$ cat config.mk
export PLATFORM = sky130hd
export DESIGN_NAME = serial_ripple_subtractor
export DESIGN_NICKNAME = d
export VERILOG_FILES = /design/src/rtl/adder_pkg.sv /design/src/rtl/fs_cell.sv /design/src/rtl/serial_ripple_subtractor.sv
export SDC_FILE = /design/constraint.sdc
export NUM_CORES = 1
export LEC_CHECK = 0
export CORE_MARGIN = 2
export CORE_UTILIZATION = 25
export CTS_CLUSTER_SIZE = 8
export DETAILED_ROUTE_END_ITERATION = 8
export GPL_TIMING_DRIVEN = 0
export PLACE_DENSITY = 0.46
export SYNTH_ARGS = -nofsm -noshare
export SYNTH_HDL_FRONTEND = slang
export SYNTH_HIERARCHICAL = 1
export SYNTH_SLANG_ARGS = --single-unit
$ cat constraint.sdc
create_clock -name clk -period 2.1 [get_ports clk]
set_clock_uncertainty 0.2 [all_clocks]
set_input_delay 0.42 -clock clk [delete_from_list [all_inputs] [get_ports clk]]
set_output_delay 0.42 -clock clk [all_outputs]
set_load 0.1 [all_outputs]
$ cat src/rtl/adder_pkg.sv
// Shared definitions for the adder/subtractor datapath.
//   sub_state_e   : control states of the bit-serial subtractor
//   DEFAULT_WIDTH : default operand width
package adder_pkg;

    typedef enum logic [1:0] {
        IDLE = 2'd0,
        BUSY = 2'd1,
        DONE = 2'd2
    } sub_state_e;

    localparam int DEFAULT_WIDTH = 8;

endpackage

$ cat src/rtl/fs_cell.sv
// Combinational 1-bit full subtractor: d = a - b - bi, with borrow out.
// Ports:
//   a  : minuend bit
//   b  : subtrahend bit
//   bi : borrow in
//   d  : difference bit
//   bo : borrow out
module fs_cell (
    input  logic a,
    input  logic b,
    input  logic bi,
    output logic d,
    output logic bo
);

    assign d  = a ^ b ^ bi;
    // Borrow when b exceeds a outright, or when the bits match and a borrow
    // is already pending.
    assign bo = (~a & b) | (~(a ^ b) & bi);

endmodule

$ cat src/rtl/serial_ripple_subtractor.sv
// Bit-serial subtractor: diff = (a - b - bin) mod 2^WIDTH, bout = borrow out.
// One bit is processed per clock, LSB first, through a single fs_cell.
// Ports:
//   clk       : rising-edge clock
//   rst_n     : asynchronous active-low reset
//   in_valid  : a, b, bin are valid
//   in_ready  : block can accept operands (high only in IDLE)
//   a, b, bin : minuend, subtrahend, borrow in
//   out_valid : diff/bout are valid (high only in DONE)
//   out_ready : consumer accepts the result
//   diff      : difference, held until the next result is latched
//   bout      : borrow out, 1 iff a < b + bin (unsigned)
module serial_ripple_subtractor
    import adder_pkg::*;
#(
    parameter int WIDTH = DEFAULT_WIDTH
) (
    input  logic             clk,
    input  logic             rst_n,
    input  logic             in_valid,
    output logic             in_ready,
    input  logic [WIDTH-1:0] a,
    input  logic [WIDTH-1:0] b,
    input  logic             bin,
    output logic             out_valid,
    input  logic             out_ready,
    output logic [WIDTH-1:0] diff,
    output logic             bout
);

    localparam int CNT_W = $clog2(WIDTH);

    sub_state_e       state;
    sub_state_e       next_state;
    logic [CNT_W-1:0] cnt;
    logic [WIDTH-1:0] a_sh;
    logic [WIDTH-1:0] b_sh;
    logic [WIDTH-1:0] d_sh;
    logic             borrow;

    logic             d_bit;
    logic             borrow_next;
    logic             last_bit;
    logic [WIDTH-1:0] d_sh_next;

    fs_cell u_fs_cell (
        .a  (a_sh[0]),
        .b  (b_sh[0]),
        .bi (borrow),
        .d  (d_bit),
        .bo (borrow_next)
    );

    // Difference bits enter at the MSB, so after WIDTH shifts bit 0 of the
    // result has walked down to position 0.
    assign d_sh_next = {d_bit, d_sh[WIDTH-1:1]};
    assign last_bit  = (state == BUSY) && (cnt == CNT_W'(WIDTH - 1));

    // State register
    always_ff @(posedge clk or negedge rst_n) begin
        if (!rst_n) begin
            state <= IDLE;
        end else begin
            state <= next_state;
        end
    end

    // Next-state logic
    always_comb begin
        next_state = state;
        case (state)
            IDLE:    if (in_valid)  next_state = BUSY;
            BUSY:    if (last_bit)  next_state = DONE;
            DONE:    if (out_ready) next_state = IDLE;
            default:                next_state = IDLE;
        endcase
    end

    // Outputs decoded from the state register only
    always_comb begin
        in_ready  = (state == IDLE);
        out_valid = (state == DONE);
    end

    // Shift registers, bit counter and result registers
    always_ff @(posedge clk or negedge rst_n) begin
        if (!rst_n) begin
            a_sh   <= '0;
            b_sh   <= '0;
            d_sh   <= '0;
            borrow <= 1'b0;
            cnt    <= '0;
            diff   <= '0;
            bout   <= 1'b0;
        end else begin
            case (state)
                IDLE: begin
                    if (in_valid) begin
                        a_sh   <= a;
                        b_sh   <= b;
                        borrow <= bin;
                        cnt    <= '0;
                        d_sh   <= '0;
                    end
                end
                BUSY: begin
                    a_sh   <= a_sh >> 1;
                    b_sh   <= b_sh >> 1;
                    d_sh   <= d_sh_next;
                    borrow <= borrow_next;
                    cnt    <= cnt + CNT_W'(1);
                    if (last_bit) begin
                        diff <= d_sh_next;
                        bout <= borrow_next;
                    end
                end
                default: begin
                end
            endcase
        end
    end

endmodule

# ---- Yosys cells after proc, flatten, opt, wreduce, memory -nomap -nowiden
# Cells that the tools add are included.
dict set report op_classes {
  n_lt_le_gt_ge 0
  n_bitwise 7
  n_mul 0
  eq_ne 6
  mux 14
  reduce_logical 6
  div 0
  shift 0
  addsub 1
}
# cell count
set ops {}
lappend ops {{8-bit case mux with 2 select lines} 3}
lappend ops {{8-bit two-way mux} 3}
lappend ops {{2-bit two-way mux} 3}
lappend ops {{2-bit case mux with 3 select lines} 1}
lappend ops {{3-bit case mux with 2 select lines} 1}
lappend ops {{2-bit != test, second input constant} 2}
lappend ops {{2-bit AND reduction} 2}
lappend ops {{3-bit by 1-bit adder with 3-bit output, second input constant} 1}
lappend ops {{3-bit equality test, second input constant} 1}
lappend ops {{3-bit two-way mux} 1}
lappend ops {{3-bit AND reduction} 1}
lappend ops {{1-bit bitwise AND} 2}
lappend ops {{2-bit by 1-bit equality test with 1-bit output, second input constant} 1}
lappend ops {{2-bit equality test, second input constant} 1}
lappend ops {{2-bit zero test} 1}
lappend ops {{2-bit by 1-bit != test with 1-bit output, second input constant} 1}
lappend ops {{1-bit inverter} 2}
lappend ops {{1-bit case mux with 2 select lines} 1}
lappend ops {{2-bit nonzero test} 1}
lappend ops {{1-bit XOR} 2}
lappend ops {{1-bit logical AND} 1}
lappend ops {{1-bit two-way mux} 1}
lappend ops {{1-bit bitwise OR} 1}
dict set report totals {
  latchBits 0
  in_bits 21
  mem_bits_rw 0
  romBits 0
  n_memories 0
  output_inout_bits 11
  elab_cells 42
  register_bits 39
}

# ---- Longest topological paths before layout
# Gate-level depths: netlist of the first run.
dict set report depth {
  ltp_word 5
  ltp_mapped 5
  mapped_depth_nobuf 5
}

# ---- Cells and area by module
# Netlist of the first run, hierarchy kept.
# module n_inst cells_per_inst seq_area_each_um2 area_each_um2
set modules_own_cells {}
lappend modules_own_cells {serial_ripple_subtractor 1 136 950.9 1680.4}
lappend modules_own_cells {fs_cell 1 4 0.0 31.3}

# ---- Worst setup path after synthesis of the first run
# Ideal clock, no wire load.
dict set report synth_timing {
  kind {reg-to-output}
  startpoint {register state[1]}
  endpoint {output out_valid}
  stages_incl_launch_ff 5
  t_arrival_ns 1.976
  n_path_buf 2
  required_time_ns 1.480
  slack_ns -0.496
  path_cell_list {dfrtp_1 buf_6 inv_1 buf_2 nor2_1}
}
dict set report synth_between {
  elab_chain_cells 1
}
# element line_no
set synth_lines {}
lappend synth_lines {{start: declaration} serial_ripple_subtractor.sv:33} ;# sub_state_e state;
lappend synth_lines {{start signal: assignment} serial_ripple_subtractor.sv:64} ;# state <= next_state;
lappend synth_lines {{2-bit equality test} serial_ripple_subtractor.sv:82} ;# out_valid = (state == DONE);
lappend synth_lines {{end: declaration} serial_ripple_subtractor.sv:25} ;# output logic out_valid,
# Every way passes these cells.

# ---- Worst setup path in the final report of the first run
# Ends and elaborated chain as after synthesis.

==> run_results.csv, run 1 <==
group,metric,value,unit
placement,placed_cell_area,2120,sq um
status,outcome,"finished, final reports clean",
critical_path,crit_start,"state[1]",
critical_path,reg2reg_from,"cnt[0]",
critical_path,critPathKind,"reg -> out",
yosys,synth_top_cell_area_share,55.6,%
global_route,met1_usage,13.4,%
power_and_ir_drop,power,0.00355,W
placement,port_buffers,31,
yosys,synth_common_cells,"dfrtp_1, o22ai_1, a21oi_1",
yosys,ys_types,23,
floorplanning,die_area,7520,sq um
route,drt_pass1_iterations,4,
placement,gp_congestion,0.846,
clock_tree,clkSinkCount,38,
clock_tree,clkTransAtPathRegs,70,ps
yosys,netlist_instances,140,
critical_path,cp_data_arrival_time,1390,ps
timing,relSlewSlack,44.4,%
floorplanning,die_w,86.7,um
power_and_ir_drop,p_per_area,1600,nW/um^2
clock_tree,post-cts-setup-buffers,0,
min_path,hp-class,"in -> async",
timing,rsz0062_at_grt,"no",
yosys,yosys.area.top_type,"dfrtp_1",
timing,hold_viol_final,0,
yosys,synth_enable_flop_cells,0,
floorplanning,die_y,86.7,um
floorplanning,row_count,30,
route,vias,1275,
timing,setup-violations-final,0,
global_route,grt_busiest_layer,"met2",
clock_tree,cts_root_buf,"clkbuf_8",
yosys,synth.cell_area,1710,sq um
yosys,synth-seq-cells,38,
clock_tree,cts.path.max_buffers,2,
floorplanning,io_pins,32,
flow_run,cap_violations,0,
route,drt-total-wl,3.72,mm
route,wire_per_inst,14.5,um
global_route,grt_remaining_overflow,0,
global_route,grt_use_total,10.9,%
global_route,antenna_found_initial,0,
final_layout,syn_to_final_growth,29.3,%
global_route,grt_pass1_vias,1333,
critical_path,critPathMaxFanout,10,
timing,max_slew.worst_pin.slew,833,ps
yosys,seq_area_frac_synth,55.6,%
timing,hold_slack,29.7,ps
timing,fin_crit_sh,95.8,%
yosys,synthFlopType,"dfrtp_1",
clock_tree,clk-insertion-delay-late,290,ps
route,ant_nets,0,
clock_tree,postCtsHoldBufs,0,
floorplanning,initial_utilization,25.5,%
timing,finalSetupTns,0,ps
clock_tree,cts_max_level,2,
final_layout,drive_above_1_share,28.8,%
yosys,syn_nets,164,
route,viasPerCell,4.96,
final_layout,postLayoutCellArea,2210,sq um
final_layout,fin_util,32.9,%
global_route,grt_util_met3,3.33,%
power_and_ir_drop,p_leak,0.977,nW
power_and_ir_drop,ir_drop,0.496,mV
critical_path,start_kind,"register",
critical_path,required,1480,ps
global_route,grt_pass1_wl,6.31,mm
route,drc_errors,0,
yosys,async_flop_share,100,%
timing,fmax,497,MHz
route,drtIter0Drc,50,
yosys,ys_top_cells_by_area,"dfrtp_1, o22ai_1, mux2_4, a22o_2, a21oi_1",
global_route,use_met2,17.5,%
yosys,yosysWarnings,6,
final_layout,diodes,0,
critical_path,end_kind,"output pin",
floorplanning,coreArea,6720,sq um
clock_tree,post_cts_resized,37,
clock_tree,cts_tree,"yes",
final_layout,final_nets,202,
critical_path,rrSetupSlack,460,ps
clock_tree,numCtsBuffers,5,
global_route,grt_max_degree,39,
timing,slew_viol_final,0,
placement,detailed_place_hpwl,2.62,mm
yosys,yosysMostFrequentCell,"dfrtp_1",
yosys,synth_area_per_cell,12.2,sq um
timing,post-route-min-period,2010,ps
==> through the flow <==
step                std cells  setup slack, ps
global route              257             3.62
CTS                       257             4.41
global placement          251             -566
floorplan                 140            -34.7
detailed placement        251             -582
finish                    257             88.4
==> cells by family after synthesis <==
| kind of cell | count (synthesis) | share of synthesized area [%] |
|---|---|---|
| fa+ha+maj | 3 | 2.63 |
| compound gates | 60 | 23.1 |
| simple gates | 15 | 5.63 |
| mux | 9 | 7.89 |
| flops | 38 | 55.6 |
| buf+inv | 15 | 5.19 |
==> area by class of cell <==
| type | instances | area (sq um) |
|---|---|---|
| plain buffers | 10 | 76.3 |
| clock buffers | 6 | 82.6 |
| fillers | 676 | 4510 |
| inverters | 5 | 18.8 |
| multi-input cells | 87 | 682 |
| flip-flops and latches | 38 | 951 |
| well taps | 80 | 100 |
| repair buffers | 31 | 303 |
==> registers in the layout, summed over array words and instances (netlist names) <==
name / cells
a_sh: 8
b_sh: 8
borrow: 1
bout: 1
cnt: 3
d_sh: 7
diff: 8
state: 2
==> worst max-delay path, cell delays in order (launching register included) <==
cell     delay [ps]
dfrtp_1         390
buf_6           150
inv_1           170
buf_6           190
nor2_4           50
buf_12          160
==> metal layers <==
metal	up-vias	routed length (um)
met2	53	1730
met4	0	110
met1	610	1640
met5	-	0
met3	12	233
li1	600	-
==> power breakdown <==
group / internal (W) / total, W / switching [W]
clock: 0.000253 / 0.000498 / 0.000245
combinational: 0.000663 / 0.00177 / 0.00111
sequential: 0.00105 / 0.00128 / 0.000228
total: 0.00197 / 0.00355 / 0.00158
==> cell usage in the layout (no fill, tap or decap) <==
cell type and instances:
inv_1 5, nor2b_1 2, buf_6 4, nand3b_1 1
clkdlybuf4s15_2 6, nor2_2 1, buf_4 1, nor2_1 3
mux2_4 9, clkdlybuf4s50_1 19, o21ai_0 5, nor2b_4 1
nand2_8 1, nand2_1 3, clkbuf_2 3, a22o_2 9
clkbuf_8 6, o31ai_1 1, a21oi_1 15, ha_1 2
dfrtp_1 38, fa_1 1, clkbuf_1 1, buf_2 6
o221a_2 1, buf_12 1, nor2_4 1, nand2b_1 2
o21bai_2 1, o22ai_1 28
==> worst paths after layout <==
check                            end  depth (start not counted)
max                        out_valid                          5
min                          diff[1]                          1
max reg2reg                  diff[2]                          4
min reg2reg                   cnt[1]                          1
max in group asynchronous   state[1]                          1
min in group clk              cnt[1]                          1
Note: power is estimated with default switching activity, not from simulation.
==> run 2: changes to the inputs <==
CORE_UTILIZATION = 42   (was 25)
PLACE_DENSITY = 0.69   (was 0.46)
==> run_results.csv, run 2 (synthesis results as in run 1) <==
group,metric,value,unit
final_layout,drive_above_1_share,30.6,%
global_route,grt_use_total,18.2,%
final_layout,final_nets,204,
placement,gp_congestion,0.820,
final_layout,layout_common_cells,"dfrtp_1, o22ai_1, clkdlybuf4s50_1, a21oi_1",
floorplanning,io_pins,32,
final_layout,diodes,0,
placement,detailed_place_hpwl,2.51,mm
timing,setup-violations-final,0,
timing,max_slew.worst_pin.slew,845,ps
final_layout,syn_to_final_growth,29.5,%
critical_path,cpPeakStageDelay,360,ps
timing,slew_viol_final,0,
clock_tree,clkSinkCount,38,
critical_path,critPathSlowestCell,"dfrtp_1",
placement,port_buffers,31,
clock_tree,postCtsHoldBufs,0,
route,drt_pass1_iterations,4,
critical_path,cp_data_arrival_time,1440,ps
route,viasPerCell,5.60,
placement,place_inst,221,
power_and_ir_drop,p_per_area,1670,nW/um^2
critical_path,worst-path-stages,5,
power_and_ir_drop,power,0.00370,W
critical_path,r2r-end,"diff[5]",
critical_path,end_kind,"output pin",
timing,fin_crit_sh,98.1,%
floorplanning,row_count,23,
floorplanning,coreArea,3970,sq um
final_layout,postLayoutCellArea,2220,sq um
route,ant_nets,0,
global_route,grt_remaining_overflow,0,
floorplanning,die_w,67.8,um
clock_tree,clk-insertion-delay-late,290,ps
floorplanning,die_y,67.8,um
critical_path,required,1480,ps
global_route,grt_pass1_vias,1386,
route,vias,1289,
placement,placed_cell_area,2080,sq um
global_route,antenna_found_initial,0,
route,drtIter0Drc,91,
floorplanning,die_area,4600,sq um
critical_path,critPathKind,"reg -> out",
final_layout,mostFrequentLayoutCell,"dfrtp_1",
clock_tree,cts_tree,"yes",
power_and_ir_drop,ir_drop,0.797,mV
route,wire_per_inst,15.9,um
flow_run,cap_violations,0,
clock_tree,cts.path.max_buffers,2,
timing,relSlewSlack,43.6,%
route,drt-total-wl,3.66,mm
global_route,grt_pass1_wl,6.11,mm
timing,post-route-min-period,2060,ps
route,drc_errors,0,
final_layout,stdcell_count,230,
critical_path,r2r_cells,4,
critical_path,reg2reg_from,"cnt[0]",
clock_tree,cts_root_buf,"clkbuf_8",
critical_path,path_buf_inv,4,
timing,fmax,485,MHz
min_path,hp-class,"in -> async",
power_and_ir_drop,p_leak,0.999,nW
status,outcome,"finished, final reports clean",
critical_path,start_kind,"register",
critical_path,critPathMaxFanout,10,
clock_tree,numCtsBuffers,5,
timing,hold_viol_final,0,
final_layout,largest_registers,"a_sh x8, b_sh x8, diff x8",
clock_tree,cts_max_level,2,
critical_path,worstPathCellList,"buf_6 > clkinvlp_4 > buf_4 > nor2_4 > buf_12",
critical_path,path_delay_family,"buffers and inverters",
floorplanning,initial_utilization,43.1,%
clock_tree,clkTransAtPathRegs,70,ps
global_route,grt_max_degree,39,
critical_path,rrSetupSlack,460,ps
[run 2: cell types whose count changed in the layout (fill, tap and decap cells not counted), sizes merged]
cell / delta
inv: -1
clkbuf: +2
clkinvlp: +1
clkdlybuf4s15: -1
buf: +1
bufinv: +1
[run 2: area by class of cell]
class	instances	area [sq um]
fillers	332	1750
clock inverters	1	30.0
clock buffers	6	82.6
plain buffers	10	72.6
repair buffers	33	314
inverters	5	22.5
flip-flops and latches	38	951
multi-input cells	87	682
well taps	50	62.6
[run 2: what timing repair did]
item                                    4_1_cts  5_1_grt
gates resized for setup                      36        9
setup buffers                                 0        2
pin swaps                                     0        0
endpoints found under the setup margin       11        5
[run 2: per-stage QoR]
step                setup TNS, ps  setup WS [ps]  utilization, %  hold slack [ps]
floorplan                   -34.7          -34.7               -            -75.6
global placement           -16930           -538            52.6              287
detailed placement           -838           -546            52.5              292
CTS                             0          0.241            55.5             48.9
global route                -26.0          -26.0            55.8             88.8
finish                          0           39.6            55.8             34.5
[run 2: per-layer routing]
| layer | global-route usage, % | routed length [um] |
|---|---|---|
| met1 | 21.5 | 1550 |
| met2 | 31.5 | 1820 |
| met3 | 4.44 | 210 |
| met4 | 7.50 | 78 |
| met5 | 0 | 0 |
[run 2: worst max path at each step]
| stage | start | end | slack, ps |
|---|---|---|---|
| floorplan | state[1] | out_valid | -30 |
| CTS | diff[1] | diff[1] | 0.2 |
| global placement | state[1] | out_valid | -540 |
| finish | state[1] | out_valid | 40 |
| global route | state[1] | out_valid | -30 |
| detailed placement | state[1] | out_valid | -550 |
[run 2: worst register-to-register path: stages (launching register included)]
cell and delay [ps]:
dfrtp_1 400, ha_1 210, ha_1 250, nand2_8 150, mux2_4 320
[run 2: power by group]
part           internal (W)  total, W  switching (W)  leakage, nW
Clock              0.000380  0.000629       0.000249       0.0573
Combinational      0.000669   0.00179        0.00112        0.474
Sequential          0.00105   0.00128       0.000227        0.467
==> run 3: changes to the inputs <==
CAP_MARGIN = 20   (was not set)
CTS_CLUSTER_DIAMETER = 80   (was not set)
==> results of run 3 <==
No change in the layout: final DEF, timing and power equal those of run 2.
